## src/rtl/spi_slave_stream.sv

```systemverilog
// SPI slave that streams DATA_W-bit words under a single CS assertion.
// Received words appear as one-cycle strobes. Transmit words pass through a one-entry holding register.
module spi_slave_stream #(
  parameter int unsigned       DATA_W      = 8,
  parameter int unsigned       CPOL        = 0,
  parameter int unsigned       CPHA        = 0,
  parameter int unsigned       LSB_FIRST   = 0,
  parameter int unsigned       SYNC_STAGES = 2,
  parameter logic [DATA_W-1:0] DEFAULT_TX  = {DATA_W{1'b1}}
) (
  input  logic              clk,
  input  logic              rst,
  input  logic              cs,
  input  logic              sck,
  input  logic              mosi,
  output logic              miso,
  output logic              miso_oe,
  output logic [DATA_W-1:0] rx_data,
  output logic              rx_valid,
  input  logic [DATA_W-1:0] tx_data,
  input  logic              tx_valid,
  output logic              tx_ready,
  output logic              tx_underrun,
  output logic              frame_done,
  output logic              frame_abort
);

  localparam int unsigned CNT_W       = (DATA_W > 1) ? $clog2(DATA_W) : 1;
  localparam int unsigned SET_W       = $clog2(SYNC_STAGES + 1);
  localparam logic        SCK_IDLE    = (CPOL != 0);
  localparam logic        SAMPLE_RISE = (CPOL == CPHA);

  typedef enum logic {IDLE, ACTIVE} state_t;

  state_t                 state;
  logic [SYNC_STAGES-1:0] cs_sync;
  logic [SYNC_STAGES-1:0] sck_sync;
  logic [SYNC_STAGES-1:0] mosi_sync;
  logic [SET_W-1:0]       settle;
  logic                   armed;
  logic [CNT_W-1:0]       bit_cnt;
  logic [DATA_W-2:0]      rx_shift;
  logic [DATA_W-1:0]      tx_shift;
  logic [DATA_W-1:0]      hold_data;

  logic              cs_s;
  logic              mosi_s;
  logic              sck_rise;
  logic              sck_fall;
  logic              sample_edge;
  logic              shift_edge;
  logic              enter;
  logic              leave;
  logic              do_sample;
  logic              do_shift;
  logic              do_load;
  logic              word_end;
  logic [DATA_W-1:0] rx_next;
  logic [DATA_W-1:0] tx_rot;
  logic [DATA_W-1:0] load_word;
  logic              load_bit;
  logic              rot_bit;

  // Pin synchronisers; bit 0 is the newest sample
  always_ff @(posedge clk or negedge rst) begin
    if (!rst) begin
      cs_sync   <= {SYNC_STAGES{1'b1}};
      sck_sync  <= {SYNC_STAGES{SCK_IDLE}};
      mosi_sync <= '0;
    end else begin
      cs_sync   <= {cs_sync[SYNC_STAGES-2:0], cs};
      sck_sync  <= {sck_sync[SYNC_STAGES-2:0], sck};
      mosi_sync <= {mosi_sync[SYNC_STAGES-2:0], mosi};
    end
  end

  assign cs_s        = cs_sync[SYNC_STAGES-1];
  assign mosi_s      = mosi_sync[SYNC_STAGES-1];
  assign sck_rise    = sck_sync[SYNC_STAGES-2] & ~sck_sync[SYNC_STAGES-1];
  assign sck_fall    = ~sck_sync[SYNC_STAGES-2] & sck_sync[SYNC_STAGES-1];
  assign sample_edge = SAMPLE_RISE ? sck_rise : sck_fall;
  assign shift_edge  = SAMPLE_RISE ? sck_fall : sck_rise;

  assign enter     = (state == IDLE) && armed && !cs_s;
  assign leave     = (state == ACTIVE) && cs_s;
  assign do_sample = (state == ACTIVE) && !cs_s && sample_edge;
  assign do_shift  = (state == ACTIVE) && !cs_s && shift_edge;
  assign do_load   = (enter && (CPHA == 0)) || (do_shift && (bit_cnt == '0));
  assign word_end  = (bit_cnt == CNT_W'(DATA_W - 1));

  // rx_shift holds the DATA_W-1 bits collected so far in the current word
  assign rx_next   = (LSB_FIRST != 0) ? {mosi_s, rx_shift} : {rx_shift, mosi_s};
  assign tx_rot    = (LSB_FIRST != 0) ? {tx_shift[0], tx_shift[DATA_W-1:1]}
                                      : {tx_shift[DATA_W-2:0], tx_shift[DATA_W-1]};
  assign load_word = tx_ready ? DEFAULT_TX : hold_data;
  assign load_bit  = (LSB_FIRST != 0) ? load_word[0] : load_word[DATA_W-1];
  assign rot_bit   = (LSB_FIRST != 0) ? tx_rot[0] : tx_rot[DATA_W-1];

  // Frame FSM, datapath and holding register
  always_ff @(posedge clk or negedge rst) begin
    if (!rst) begin
      state       <= IDLE;
      settle      <= '0;
      armed       <= 1'b0;
      bit_cnt     <= '0;
      rx_shift    <= '0;
      tx_shift    <= '0;
      hold_data   <= '0;
      miso        <= 1'b0;
      miso_oe     <= 1'b0;
      rx_data     <= '0;
      rx_valid    <= 1'b0;
      tx_ready    <= 1'b1;
      tx_underrun <= 1'b0;
      frame_done  <= 1'b0;
      frame_abort <= 1'b0;
    end else begin
      rx_valid    <= 1'b0;
      tx_underrun <= 1'b0;
      frame_done  <= 1'b0;
      frame_abort <= 1'b0;

      // After reset, entry requires a settled CS that has been seen high
      if (settle != SET_W'(SYNC_STAGES)) begin
        settle <= settle + SET_W'(1);
      end else if (cs_s) begin
        armed <= 1'b1;
      end

      case (state)
        IDLE: begin
          if (enter) begin
            state   <= ACTIVE;
            miso_oe <= 1'b1;
          end
        end
        ACTIVE: begin
          if (leave) begin
            state       <= IDLE;
            miso_oe     <= 1'b0;
            bit_cnt     <= '0;
            rx_shift    <= '0;
            frame_done  <= (bit_cnt == '0);
            frame_abort <= (bit_cnt != '0);
          end else if (do_sample) begin
            if (word_end) begin
              rx_data  <= rx_next;
              rx_valid <= 1'b1;
              bit_cnt  <= '0;
              rx_shift <= '0;
            end else begin
              bit_cnt  <= bit_cnt + CNT_W'(1);
              rx_shift <= (LSB_FIRST != 0) ? rx_next[DATA_W-1:1] : rx_next[DATA_W-2:0];
            end
          end
        end
        default: state <= IDLE;
      endcase

      if (leave) begin
        tx_shift <= '0;
        miso     <= 1'b0;
      end else if (do_load) begin
        tx_shift <= load_word;
        miso     <= load_bit;
        if (tx_ready) begin
          tx_underrun <= 1'b1;
        end else begin
          tx_ready <= 1'b1;
        end
      end else if (do_shift) begin
        tx_shift <= tx_rot;
        miso     <= rot_bit;
      end

      // No bypass: a word written during an empty-register load waits for the next load
      if (tx_valid && tx_ready) begin
        hold_data <= tx_data;
        tx_ready  <= 1'b0;
      end
    end
  end

endmodule

```

## config.mk

```make
export PLATFORM = sky130hd
export DESIGN_NAME = spi_slave_stream
export DESIGN_NICKNAME = d
export VERILOG_FILES = /design/src/rtl/spi_slave_stream.sv
export SDC_FILE = /design/constraint.sdc
export NUM_CORES = 1
export LEC_CHECK = 0
export ABC_AREA = 1
export CORE_MARGIN = 3
export CORE_UTILIZATION = 53
export CTS_CLUSTER_SIZE = 40
export DETAILED_ROUTE_END_ITERATION = 7
export PLACE_DENSITY = 0.85
export REMOVE_ABC_BUFFERS = 1
export SLEW_MARGIN = 0
export SYNTH_ARGS = -nofsm -noshare
export SYNTH_HDL_FRONTEND = slang
export SYNTH_SLANG_ARGS = --single-unit
```

## constraint.sdc

```tcl
create_clock -name clk -period 1.9 [get_ports clk]
set_input_delay 0.285 -clock clk [delete_from_list [all_inputs] [get_ports clk]]
set_output_delay 0.285 -clock clk [all_outputs]
set_load 0.01 [all_outputs]
```

==> out/results.tsv <==
metric	value	unit
min_path_cells	0	
worst_ep_required_time	1.62	ns
setup_total_negative_slack	0	ns
final_design_area_no_fill	2560	sq um
count_of_mapped_cells_out_of_synthesis	199	
synth_edf_count	0	
cts_tree	done	
final.setup.worst_slack	0.0967	ns
number_of_buffers_created_by_cts	5	
hold_bufs_inserted_after_cts	1	
ys.warnings.count	0	
regToRegSetupSlack	0.31	ns
drt-total-wl	3.51	mm
asr_flop_ratio_synth	100	%
power.internal	0.00187	W
cts_max_level	2	
grt_antenna_before_repair	0	
synth.lib_cells_used.distinct	27	
finalHoldViolCount	0	
synth-main-ff-cell	dfrtp_1	
root_buffer_master	clkbuf_8	
grt_start_max_net_pins	24	
tritoncts_num_sinks	50	
finalCoreUtilization	68.3	%
status	completed	
post-route-min-period	1.80	ns
timing.final.crit_share	94.9	%
globalRoute.totalOverflow	0	
die-height	69.1	um
starting_utilization_of_the_core_area	56.4	%
timing.clock.skew	0.00323	ns
worst_hold_slack	0.358	ns
pwr-share-comb	19.8	%
placed_area	2440	sq um
maxSlewHeadroom	66.4	%
crit_path_end_kind	output port	
path_max_fanout	12	
leakagePower	1.23	nW
post_cts_resized	0	
ff2ff_path_depth	9	
drc	0	
syn_avg_cell_area	10.6	sq um
post-synth-top-area-fraction	55.7	%
grt_setup_unrepaired	false	
cts_setup_buffers	0	
slowest_delay	0.65	ns
drv_slew	0	
finalWeightedCongestion	0.830	
die_w	69.1	um
netlist_top_cells_area	dfrtp_1, nand2_1, inv_1, nand3_1, mux2_2	
vias	1397	
avgViaCountPerCell	4.94	
clk_pin_slew_worst_paths	0.08	ns
antenna_left	0	
hold_class	reg -> reg	
fp.dieArea	4780	sq um
cts_max_path_buffers	2	
pwr-share-seq	52.3	%
groute.usage.overall	16.2	%
hpwl	2.46	mm
netSwitchingFraction	27.6	%
wl_per_cell	12.4	um
setup_violations	0	
startpoint_type	register	
port-buffer-count	28	
wire_length_of_the_first_global_routing_pass	6.24	mm
clockPowerShare	27.9	%
drt_first_iter_violations	71	
design.portCount	29	
synth.yosys.seq_area_share	59.4	%
power_density	1010	nW/um^2
core.rowCount	22	
detailedRoute.firstPassIterationCount	4	
max_cap_violations	0	
max_stage_delay_cell_worst_path	dfstp_2	
dp_worst_setup_slack	0.351	ns
path_cells	clkdlybuf4s50_1	
power.ir.vdd_worst	0.764	mV
syn2layout_area_growth	21.1	%
via_count_of_the_first_global_routing_pass	1406	
crit_cells	1	
synth_commonest_cells	dfrtp_1, nand2_1, inv_1	
clock.fmax	555	MHz
yosysMostFrequentCell	dfrtp_1	
final_nets	252	
post_synth_instance_area	2110	sq um
kind_of_critical_path	reg -> out	
timing_worst_slew_pin_value	0.503	ns
proportion_of_layout_cells_with_a_drive_suffix_above_1	19.1	%
power.net_switching	0.000714	W
core_area	3740	sq um
synth.ff_latch_count	50	
antenna_cells_inserted	0	
post-synth-top-area-cell	dfrtp_1	
worst_ep_arrival_time	1.52	ns
crit_family	flip-flops	
cp.buffers_inverters	1	
insertion_delay_to_the_later_sink_of_the_worst_skew_pair	0.30	ns
cell usage in the layout (no fill, tap or decap), types with 3 or more instances in the layout:
| cell | n |
|---|---|
| clkbuf_8 | 5 |
| dfrtp_1 | 47 |
| o21ai_2 | 8 |
| nor2_1 | 10 |
| mux2_2 | 8 |
| inv_1 | 25 |
| o22ai_1 | 7 |
| nand2_2 | 3 |
| nand2_1 | 44 |
| ha_1 | 4 |
| clkdlybuf4s50_1 | 27 |
| dfstp_2 | 3 |
| o21ai_0 | 4 |
| nand3_1 | 18 |
state kept, by name, indices dropped and copies added, names as in the netlist, 2 cells and up:
name,count
hold_data,8
rx_data,8
rx_shift,7
tx_shift,7
bit_cnt,3
cs_sync,2
mosi_sync,2
sck_sync,2
settle,2
final timing paths:
path                         startpoint            to
min reg2reg                mosi_sync[0]  mosi_sync[1]
max reg2reg                  bit_cnt[0]   tx_shift[0]
min in group asynchronous           rst       miso_oe
min                        mosi_sync[0]  mosi_sync[1]
max in group asynchronous           rst      tx_ready
max                            tx_ready      tx_ready
logic make-up after synthesis:
logic type,synth area share (%)
xor+xnor,0.415
buf+inv,5.86
compound gates,8.00
fa+ha+maj,2.37
flops,59.4
mux,4.27
simple gates,19.7
power groups by stage:
stage / logic, W / clock network [W] / registers (W)
floorplan: 0.000329 / 0 / 0.00135
global placement: 0.000494 / 0 / 0.00136
detailed placement: 0.000506 / 0 / 0.00137
CTS: 0.000515 / 0.000740 / 0.00135
global route: 0.000575 / 0.000773 / 0.00137
finish: 0.000512 / 0.000722 / 0.00135
area by class of cell:
class                      count  area, sq um
clock buffer                   5         68.8
clock inverter                 3         40.0
fill                         294         1180
inverter                      27          101
multi-input combinational    119          733
sequential                    50         1250
tap                           48         60.1
timing repair buffer          31          300
per-layer routing:
layer  up-vias  wire length, um  track usage [%]
met5         -                0                0
met4         0               64             6.94
met3         5              124             5.10
met2        25             1640             24.0
met1       659             1690             21.9
li1        708                -                -
through the flow:
stage               cells  total power [W]
floorplan             196          0.00168
global placement      274          0.00186
detailed placement    274          0.00188
CTS                   283          0.00261
global route          283          0.00272
finish                283          0.00259
(Power assumes the default switching activity.)
